[src/rtl/hilo_pkg.sv]
// Shared constants for the HI/LO sequencer: op codes, FSM states, default iteration counts.
package hilo_pkg;
  localparam logic [1:0] OP_MULT = 2'd1;
  localparam logic [1:0] OP_DIV  = 2'd2;

  localparam int DEF_WIDTH       = 32;
  localparam int DEF_MULT_CYCLES = 32;
  localparam int DEF_DIV_CYCLES  = 33;

  typedef enum logic [2:0] {
    S_IDLE,
    S_CLEAR,
    S_RUN,
    S_CAPTURE,
    S_DONE
  } state_t;
endpackage

[src/rtl/hilo_sequencer.sv]
// Sequences the iterative mult/div unit and holds architectural HI/LO.
// Optional HILO_BYPASS_EN: rd_data forwards same-cycle writes and CAPTURE results.
module hilo_sequencer
  import hilo_pkg::*;
#(
  parameter int WIDTH       = DEF_WIDTH,
  parameter int MULT_CYCLES = DEF_MULT_CYCLES,
  parameter int DIV_CYCLES  = DEF_DIV_CYCLES
) (
  input  logic             clk,
  input  logic             reset,
  input  logic             start,
  input  logic [1:0]       op,
  input  logic             wr_hi,
  input  logic             wr_lo,
  input  logic [WIDTH-1:0] wr_data,
  input  logic             rd_sel,
  output logic [WIDTH-1:0] rd_data,
  output logic             busy,
  output logic             done,
  output logic             div_zero,
  output logic [1:0]       md_ctrl,
  output logic             md_rst,
  input  logic [WIDTH-1:0] md_hi,
  input  logic [WIDTH-1:0] md_lo,
  input  logic             md_divzero
);

  state_t           r_state, w_state_nxt;
  logic [1:0]       r_op, w_op_nxt;
  logic [5:0]       r_cnt, w_cnt_nxt;
  logic             r_div_zero;
  logic [WIDTH-1:0] r_hi, r_lo;

  logic             w_busy, w_done, w_capture, w_set_dz, w_clr_dz, w_last;
  logic [1:0]       w_md_ctrl;
  logic [5:0]       w_n_m1;
  logic             w_wr_hi, w_wr_lo;
  logic [WIDTH-1:0] w_hi_view, w_lo_view;

  assign w_n_m1 = (r_op == OP_DIV) ? 6'(DIV_CYCLES - 1) : 6'(MULT_CYCLES - 1);
  assign w_last = (r_cnt == w_n_m1);

  always_comb begin
    w_state_nxt = r_state;
    w_op_nxt    = r_op;
    w_cnt_nxt   = r_cnt;
    w_busy      = 1'b0;
    w_done      = 1'b0;
    w_capture   = 1'b0;
    w_set_dz    = 1'b0;
    w_clr_dz    = 1'b0;
    w_md_ctrl   = 2'd0;
    case (r_state)
      S_IDLE: begin
        if (start && (op == OP_MULT || op == OP_DIV)) begin
          w_state_nxt = S_CLEAR;
          w_op_nxt    = op;
          w_cnt_nxt   = 6'd0;
          w_clr_dz    = 1'b1;
        end
      end
      S_CLEAR: begin
        w_busy      = 1'b1;
        w_state_nxt = S_RUN;
      end
      S_RUN: begin
        w_busy    = 1'b1;
        w_md_ctrl = r_op;
        w_cnt_nxt = r_cnt + 6'd1;
        // A divide-by-zero ends the op early and leaves HI/LO untouched.
        if (r_op == OP_DIV && md_divzero) begin
          w_state_nxt = S_DONE;
          w_set_dz    = 1'b1;
        end else if (w_last) begin
          w_state_nxt = S_CAPTURE;
        end
      end
      S_CAPTURE: begin
        w_busy      = 1'b1;
        w_capture   = 1'b1;
        w_state_nxt = S_DONE;
      end
      S_DONE: begin
        w_done      = 1'b1;
        w_state_nxt = S_IDLE;
      end
      default: w_state_nxt = S_IDLE;
    endcase
  end

  always_ff @(posedge clk) begin
    if (reset) begin
      r_state    <= S_IDLE;
      r_op       <= 2'd0;
      r_cnt      <= 6'd0;
      r_div_zero <= 1'b0;
    end else begin
      r_state <= w_state_nxt;
      r_op    <= w_op_nxt;
      r_cnt   <= w_cnt_nxt;
      if (w_clr_dz)      r_div_zero <= 1'b0;
      else if (w_set_dz) r_div_zero <= 1'b1;
    end
  end

  assign w_wr_hi = wr_hi & ~w_busy;
  assign w_wr_lo = wr_lo & ~w_busy;

  always_ff @(posedge clk) begin
    if (reset) begin
      r_hi <= '0;
      r_lo <= '0;
    end else if (w_capture) begin
      r_hi <= md_hi;
      r_lo <= md_lo;
    end else begin
      if (w_wr_hi) r_hi <= wr_data;
      if (w_wr_lo) r_lo <= wr_data;
    end
  end

`ifdef HILO_BYPASS_EN
  always_comb begin
    w_hi_view = r_hi;
    w_lo_view = r_lo;
    if (w_capture) begin
      w_hi_view = md_hi;
      w_lo_view = md_lo;
    end else begin
      if (w_wr_hi) w_hi_view = wr_data;
      if (w_wr_lo) w_lo_view = wr_data;
    end
  end
`else
  assign w_hi_view = r_hi;
  assign w_lo_view = r_lo;
`endif

  assign rd_data  = rd_sel ? w_hi_view : w_lo_view;
  assign busy     = w_busy;
  assign done     = w_done;
  assign div_zero = r_div_zero;
  assign md_ctrl  = w_md_ctrl;
  assign md_rst   = reset | (r_state == S_CLEAR);

endmodule

[config.mk]
export PLATFORM = sky130hd
export DESIGN_NAME = hilo_sequencer
export DESIGN_NICKNAME = d
export VERILOG_FILES = /design/src/rtl/hilo_pkg.sv /design/src/rtl/hilo_sequencer.sv
export SDC_FILE = /design/constraint.sdc
export NUM_CORES = 1
export LEC_CHECK = 0
export ABC_AREA = 0
export CAP_MARGIN = 20
export CORE_ASPECT_RATIO = 0.8
export CORE_MARGIN = 2
export CORE_UTILIZATION = 30
export DETAILED_ROUTE_END_ITERATION = 10
export HOLD_SLACK_MARGIN = 0.1
export PLACE_DENSITY = 0.57
export SLEW_MARGIN = 20
export SYNTH_ARGS = -nofsm -noshare
export SYNTH_HDL_FRONTEND = slang
export SYNTH_SLANG_ARGS = --single-unit
[constraint.sdc]
create_clock -name clk -period 2.05 [get_ports clk]
set_input_delay 0.205 -clock clk [delete_from_list [all_inputs] [get_ports clk]]
set_output_delay 0.205 -clock clk [all_outputs]
set_load 0.05 [all_outputs]
==> results of run 1 <==
per-layer routing:
layer	global-route usage	up-vias
met2	0.320	171
met3	0.0466	15
met1	0.280	2260
met5	0	-
li1	-	2233
met4	0.0488	0
through the flow:
stage / power (mW) / setup slack (ns) / std cells
floorplan: 2.44 / 0.194 / 525
global placement: 2.96 / 0.195 / 799
detailed placement: 2.97 / 0.187 / 799
CTS: 4.40 / 0.153 / 815
global route: 4.57 / 0.0380 / 815
finish: 4.38 / 0.142 / 815
worst max-delay path by stage:
stage / start / end / slack (ns) / cells after the start
finish: r_state[0] / busy / 0.14 / 4
floorplan: r_state[0] / md_rst / 0.19 / 3
global route: r_state[0] / busy / 0.04 / 4
CTS: r_state[0] / busy / 0.15 / 4
detailed placement: start / r_op[1] / 0.19 / 4
global placement: start / r_op[1] / 0.19 / 4
registers in the layout (all words and copies together), names as in the netlist:
register,cells
r_lo,32
r_hi,32
r_op,2
r_state,3
div_zero,1
r_cnt,6
power by group:
part	switching [mW]	internal (mW)	total [mW]
sequential	0.0784	1.61	1.69
clock	0.616	0.819	1.44
combinational	0.741	0.516	1.26
total	1.44	2.94	4.38
kinds of logic after synthesis:
family | after synthesis
AO/OA/AOI/OAI | 90
flip-flops | 76
AND/OR/NAND/NOR | 253
XOR/XNOR | 1
adder cells (fa/ha/maj) | 1
buffers and inverters | 72
multiplexers | 32
worst register-to-register path: stages (launching register included):
cell,delay (ns)
dfxtp_1,0.53
or3b_4,0.46
or4_1,0.50
a31oi_1,0.17
area by class of cell:
| cell class | count | area [µm²] |
|---|---|---|
| clock buffer | 12 | 236 |
| clock inverter | 4 | 26.3 |
| fill | 1346 | 7630 |
| inverter | 6 | 22.5 |
| multi-input combinational | 377 | 2500 |
| sequential | 76 | 1520 |
| tap | 180 | 225 |
| timing repair buffer | 160 | 1580 |
cells in the final DEF (no fill, tap or decap), types with 4 or more instances in the layout:
| cell type | Yosys | layout |
|---|---|---|
| clkdlybuf4s50_1 | 0 | 103 |
| dfxtp_1 | 76 | 76 |
| nand2_1 | 70 | 70 |
| nand3_1 | 66 | 66 |
| o2111ai_1 | 64 | 64 |
| nand4_1 | 64 | 64 |
| buf_4 | 0 | 45 |
| nor2b_1 | 33 | 33 |
| mux2_2 | 32 | 32 |
| buf_12 | 0 | 10 |
| clkbuf_16 | 0 | 9 |
| a21oi_1 | 5 | 5 |
| inv_1 | 6 | 4 |
==> impl_metrics.csv, run 1 <==
group,metric,value,unit
timing,setup_tns,0,ns
logic_synthesis,synth_edf_count,0,
floorplan,die_y,111,µm
critical_path,rr_worst_depth,3,
drt,dr.pass1.iters,4,
critical_path,timing.critical_path.from_type,"register",
cts,clkSlewWorstSetupHoldPaths,0.06,ns
placed_design,io_buffers,142,
cts,insertion_delay,0.33,ns
grt,grt_pass1_wl,24800,µm
drt,wirelength,15300,µm
cts,postCtsSetupRepairBufs,0,
timing,period_needed,1.91,ns
cts,cts-root-buf,"clkbuf_16",
grt,grt_overflow_total,0,
drt,drc,0,
drt,ant_nets,0,
critical_path,r2r_slack,0.31,ns
grt,grt_max_degree,74,
cts,tritoncts,"done",
critical_path,cp_num_buf_inv,3,
critical_path,cp_top_family,"flip-flops",
placed_design,dpl-instance-area,5850,µm²
run,cap_violations,0,
grt,grt_pass1_vias,4866,
critical_path,critPathKind,"register to output pin",
critical_path,required,1.85,ns
cts,cts_hold_buf,0,
timing,fin_crit_sh,0.930,
logic_synthesis,avgSynthCellArea,8.13,µm²
drt,top_layer_used,"met4",
final_layout,utilization,0.445,
worst_hold_path,hold_start,"reset",
pwr,leakage,2.34,nW
drt,drt_iter0_markers,295,
logic_synthesis,ys_seq_area_frac,0.356,
final_layout,drive_gt1_frac,0.173,
grt,antenna_found_initial,0,
logic_synthesis,synth_top_cell_area_share,0.356,
placed_design,place_congestion,0.757,
floorplan,die_w,137,µm
logic_synthesis,yosysMostFrequentCell,"dfxtp_1",
worst_hold_path,hold-path-cell-count,3,
logic_synthesis,ys_ff_latch,76,
logic_synthesis,yosys.area_share.simple,0.317,
critical_path,cp_cell_sequence,"o21bai_4 > inv_2 > buf_4 > buf_12",
grt,grt_usage,0.203,
pwr,power_density,717,nW/µm²
cts,cts_resized,0,
final_layout,final_cell_area,6110,µm²
final_layout,nNetsFinal,736,
cts,clk_path_buf_depth,2,
logic_synthesis,synth_fp_nets,631,
timing,hold_ws,0.407,ns
final_layout,area_delta_synth_final,43.1,%
floorplan,core,13700,µm²
timing,setup_viol,0,
logic_synthesis,synth_area_leaders,"dfxtp_1 36%, o2111ai_1 13%, nand4_1 9.4%, mux2_2 8.4%, nand3_1 7.7%",
timing,maxSlewViolCount,0,
critical_path,path_max_fanout,19,
cts,cts_sinks,76,
cts,numCtsBuffers,9,
drt,wl_met2,7090,µm
placed_design,post-dp-hpwl,9990,µm
timing,fmax,0.524,GHz
logic_synthesis,muxShareOfSynthArea,0.0844,
floorplan,io_pins,143,
drt,dr_wl_met3,1010,µm
critical_path,arrival,1.70,ns
logic_synthesis,synth_top_family_by_area,"simple AND/OR/NAND/NOR gates",
worst_hold_path,hold_path_class,"primary input to register",
logic_synthesis,synth-compound-area-share,0.173,
logic_synthesis,synthesis.area,4270,µm²
logic_synthesis,yosys_warnings,0,
drt,num_vias,4679,
timing,tightest_slew,0.582,ns
floorplan,row_count,38,
timing,final_hold_viol_count,0,
floorplan,dieArea,15200,µm²
critical_path,critPathSlowestCell,"dfxtp_1",
worst_hold_path,holdPathEnd,"r_cnt[1]",
drt,wl_per_cell,18.7,µm
critical_path,r2r-end,"r_cnt[5]",
drt,wl_met1,7040,µm
critical_path,r2r_start,"r_state[1]",
logic_synthesis,synthAdderAreaFrac,0.00293,
drt,via_per_inst,5.74,
run_status,status,"finished clean",
timing,grt_setup_unrepaired,"false",
critical_path,slowest_delay,0.63,ns
timing,max-slew-margin-rel,0.612,
pwr,peakVddDrop,0.391,mV
logic_synthesis,ys.flop_type,"dfxtp_1",
logic_synthesis,synthArstFlopShare,0,
logic_synthesis,ys_types,40,
cts,cts_max_level,3,
final_layout,antenna_cells,0,
logic_synthesis,netlist_instances,525,
critical_path,cp-end-kind,"output pin",
floorplan,start_util,0.311,
timing,final.setup_skew,0.00642,ns
logic_synthesis,synth-xor-area-share,0.00205,
logic_synthesis,synthTopCellsByCount,"76 x dfxtp_1, 70 x nand2_1, 66 x nand3_1",
logic_synthesis,synth_area_leader_cell,"dfxtp_1",
Note: power is estimated with default switching activity, not from simulation.
==> run 2, diff against run 1 <==
- CTS_CLUSTER_SIZE: not set -> 12
- MAX_ROUTING_LAYER: not set -> met4
==> impl_metrics.csv, run 2 (same netlist as run 1, synthesis figures left out) <==
group,metric,value,unit
final_layout,utilization,0.445,
cts,cts_sinks,76,
timing,final_hold_viol_count,0,
drt,ant_nets,0,
final_layout,nNetsFinal,736,
cts,numCtsBuffers,9,
pwr,power,4.37,mW
timing,maxSlewViolCount,0,
cts,cts_max_level,3,
critical_path,critPathSlowestCell,"dfxtp_1",
placed_design,io_buffers,142,
pwr,share_comb_of_total_power,0.287,
pwr,pwr-share-clk,0.327,
cts,clkSlewWorstSetupHoldPaths,0.06,ns
cts,postCtsSetupRepairBufs,0,
pwr,p_switching,1.43,mW
final_layout,drive_gt1_frac,0.173,
timing,period_needed,1.91,ns
grt,grt_overflow_total,0,
critical_path,cp_num_buf_inv,3,
timing,tightest_slew,0.571,ns
floorplan,core,13700,µm²
worst_hold_path,hold_start,"reset",
cts,cts-root-buf,"clkbuf_16",
critical_path,timing.critical_path.from_type,"register",
critical_path,required,1.85,ns
timing,final.setup_skew,0.00591,ns
timing,grt_setup_unrepaired,"false",
timing,setup_tns,0,ns
final_layout,top_regs,"r_hi (32), r_lo (32), r_cnt (6)",
final_layout,nFillCells,1346,
cts,clk_path_buf_depth,2,
worst_hold_path,hold_path_class,"primary input to register",
critical_path,arrival,1.70,ns
final_layout,final_common_cell,"clkdlybuf4s50_1",
critical_path,cp_cell_sequence,"o21bai_4 > inv_2 > buf_4 > buf_12",
run_status,status,"finished clean",
critical_path,r2r_start,"r_state[1]",
drt,num_vias,4648,
floorplan,die_w,137,µm
pwr,peakVddDrop,0.388,mV
cts,cts_resized,0,
drt,wl_per_cell,18.7,µm
drt,drc,0,
floorplan,start_util,0.311,
pwr,seqPwrFrac,0.386,
cts,insertion_delay,0.33,ns
critical_path,crit_start,"r_state[0]",
floorplan,io_pins,143,
grt,grt_usage,0.209,
critical_path,path_max_fanout,19,
final_layout,area_delta_synth_final,43.1,%
critical_path,cp_top_family,"flip-flops",
critical_path,critPathKind,"register to output pin",
grt,antenna_found_initial,0,
critical_path,slowest_delay,0.63,ns
grt,grt_pass1_vias,4862,
final_layout,antenna_cells,0,
timing,hold_ws,0.408,ns
pwr,leakage,2.34,nW
drt,drt_iter0_markers,339,
drt,wirelength,15200,µm
timing,fmax,0.525,GHz
pwr,sw_frac_of_total,0.327,
drt,dr.pass1.iters,4,
placed_design,place_congestion,0.767,
timing,max-slew-margin-rel,0.619,
floorplan,dieArea,15200,µm²
drt,via_per_inst,5.70,
floorplan,row_count,38,
cts,cts_hold_buf,0,
timing,setup_viol,0,
run,cap_violations,0,
grt,grt_pass1_wl,24800,µm
cts,tritoncts,"done",
pwr,power_density,716,nW/µm²
critical_path,cp-end-kind,"output pin",
timing,fin_crit_sh,0.929,
grt,grt_max_degree,74,
pwr,p_int,2.94,mW
final_layout,final_cell_mix,"103 x clkdlybuf4s50_1, 76 x dfxtp_1, 70 x nand2_1, 66 x nand3_1",
placed_design,post-dp-hpwl,9990,µm
floorplan,die_y,111,µm
==> run 2: cell counts in the layout (fill, tap and decap cells not counted) <==
No cell type changed its count.
==> run 2: worst reg2reg max path: stages (launching register included) <==
cell     delay, ns
dfxtp_1       0.53
or3b_4        0.46
or4_1         0.50
a31oi_1       0.17
==> run 2: metal layers <==
metal  GRT usage  vias to the layer above  wire length [µm]
li1            -                     2224                 -
met1       0.283                     2245              7140
met2       0.320                      165              7100
met3      0.0407                       14               858
met4      0.0488                        0               146
met5           -                        -                 0
==> run 2: path summary, 6_finish.rpt <==
| path | end | slack, ns | cells after the start |
|---|---|---|---|
| worst max-delay path | busy | 0.14 | 4 |
| worst min-delay path | r_cnt[1] | 0.41 | 3 |
| worst max register to register | r_cnt[5] | 0.31 | 3 |
| worst min register to register | r_lo[23] | 0.49 | 2 |
==> run 2: layout make-up <==
cell class / count / area [µm²] / share of cell area
well taps: 180 / 225 / 0.0369
clock inverters: 4 / 26.3 / 0.00430
flip-flops and latches: 76 / 1520 / 0.249
clock buffers: 12 / 236 / 0.0387
repair buffers: 160 / 1580 / 0.258
inverters: 6 / 22.5 / 0.00369
multi-input cells: 377 / 2500 / 0.409
==> run 2: per-stage QoR <==
stage	instances	cell area, µm²	worst slack (ns)
final	815	6110	0.145
after global routing	815	6110	0.0380
after detailed placement	799	5850	0.187
after floorplan	525	4270	0.194
after global placement	799	5850	0.195
after CTS	815	6110	0.153
==> run 2: power by group through the flow <==
stage          Combinational, mW  Clock [mW]  Sequential [mW]
2_1_floorplan              0.751           0             1.69
5_1_grt                     1.34        1.53             1.70
6_report                    1.26        1.43             1.69
3_3_place_gp                1.25           0             1.71
3_5_place_dp                1.26           0             1.71
4_1_cts                     1.26        1.45             1.68
==> run 3, diff against run 2 <==
- SETUP_SLACK_MARGIN: not set -> 0.4
- SLEW_MARGIN: 20 -> not set
==> impl_metrics.csv, run 3 (same netlist as run 1, synthesis figures left out) <==
group,metric,value,unit
timing,hold_ws,0.389,ns
timing,tightest_slew,0.489,ns
timing,period_needed,1.63,ns
critical_path,arrival,1.85,ns
cts,cts_sinks,76,
critical_path,required,2.28,ns
cts,cts_max_level,3,
grt,grt_pass1_wl,24600,µm
critical_path,slowest_delay,0.57,ns
final_layout,multi_input_area,2510,µm²
final_layout,final_cell_area,6170,µm²
timing,setup_viol,0,
timing,max-slew-margin-rel,0.675,
critical_path,critPathKind,"register to register",
timing,fin_crit_sh,0.794,
timing,final_hold_viol_count,0,
drt,drc,0,
run_status,status,"finished clean",
final_layout,final_common_cell,"clkdlybuf4s50_1",
final_layout,nNetsFinal,739,
cts,clk_path_buf_depth,2,
placed_design,dpl-instance-area,5840,µm²
drt,via_per_inst,5.71,
grt,antenna_found_initial,0,
cts,insertion_delay,0.33,ns
grt,grt_overflow_total,0,
floorplan,io_pins,143,
grt,grt_pass1_vias,4880,
final_layout,nFillCells,1358,
floorplan,die_y,111,µm
critical_path,path_max_fanout,12,
floorplan,die_w,137,µm
cts,clkSlewWorstSetupHoldPaths,0.06,ns
drt,wl_per_cell,18.9,µm
drt,dr.pass1.iters,5,
final_layout,area_delta_synth_final,44.6,%
final_layout,top_regs,"r_hi (32), r_lo (32), r_cnt (6)",
worst_hold_path,hold_path_class,"primary input to register",
timing,final.setup_skew,0.00761,ns
timing,grt_setup_unrepaired,"true",
drt,wirelength,15500,µm
timing,layout_setup_ws,0.423,ns
pwr,peakVddDrop,0.335,mV
pwr,leakage,2.38,nW
drt,drt_iter0_markers,315,
pwr,power,4.50,mW
cts,cts-root-buf,"clkbuf_16",
floorplan,start_util,0.311,
cts,cts_hold_buf,0,
placed_design,post-dp-hpwl,10200,µm
critical_path,cp-end-kind,"register",
floorplan,row_count,38,
final_layout,drive_gt1_frac,0.190,
pwr,power_density,730,nW/µm²
cts,numCtsBuffers,9,
critical_path,critPathSlowestCell,"or4b_4",
floorplan,core,13700,µm²
floorplan,dieArea,15200,µm²
placed_design,io_buffers,142,
timing,maxSlewViolCount,0,
grt,grt_usage,0.210,
timing,setup_tns,0,ns
final_layout,final_cell_mix,"102 x clkdlybuf4s50_1, 73 x dfxtp_1, 70 x nand2_1, 66 x nand3_1",
cts,tritoncts,"done",
final_layout,regArea,1530,µm²
placed_design,place_congestion,0.769,
critical_path,cp_cell_sequence,"or4b_4 > or3b_1 > o211a_1",
run,cap_violations,0,
final_layout,antenna_cells,0,
placed_design,post-place-ws,0.188,ns
timing,fmax,0.615,GHz
drt,num_vias,4674,
grt,grt_max_degree,69,
critical_path,timing.critical_path.from_type,"register",
drt,ant_nets,0,
==> run 3: cell types whose count changed in the layout (fill, tap and decap cells not counted), moves of 2 or more <==
cell | before | now
and2_4 | 0 | 2
and2_1 | 2 | 0
dfxtp_1 | 76 | 73
buf_12 | 10 | 8
clkbuf_8 | 0 | 3
clkbuf_1 | 3 | 1
buf_6 | 0 | 3
dfxtp_4 | 0 | 2
==> run 3: critical path: cells and delay by family, from the launching register on <==
kind,cells,cell delay [ns]
simple gates,2,0.98
flops,1,0.40
compound gates,1,0.14
==> run 3: repair_timing <==
action | in CTS | in global routing
endpoints found under the setup margin | 38 | 34
gates resized for setup | 6 | 7
setup buffers | 1 | 0
pin swaps | 0 | 1
==> run 3: per-layer routing <==
layer	wire [µm]	global-route usage	vias to the layer above
li1	-	-	2239
met5	0	-	-
met1	7250	0.276	2256
met4	160	0.0680	0
met3	867	0.0407	15
met2	7180	0.322	164
==> run 3: final cells by class <==
type	instances	area share
Multi-Input combinational cell	377	0.406
Clock buffer	13	0.0438
Sequential cell	76	0.248
Timing Repair Buffer	163	0.258
Tap cell	180	0.0365
Inverter	6	0.00365
Clock inverter	3	0.00324
==> run 3: final timing paths <==
check	endpoint	from	slack, ns	depth (start not counted)
worst max-delay path	r_op[1]	r_state[0]	0.42	3
worst min-delay path	r_cnt[1]	reset	0.39	3
worst max register to register	r_op[1]	r_state[0]	0.42	3
worst min register to register	r_hi[28]	r_hi[28]	0.49	2
==> run 3: stage by stage <==
stage / utilization / instances
3_5_place_dp: 0.425 / 801
4_1_cts: 0.447 / 818
3_3_place_gp: 0.425 / 801
5_1_grt: 0.449 / 818
6_report: 0.449 / 818
2_1_floorplan: - / 525
==> run 3: report_power, final <==
| part | switching (mW) | internal, mW |
|---|---|---|
| clock | 0.622 | 0.918 |
| sequential | 0.0741 | 1.61 |
| combinational | 0.750 | 0.531 |
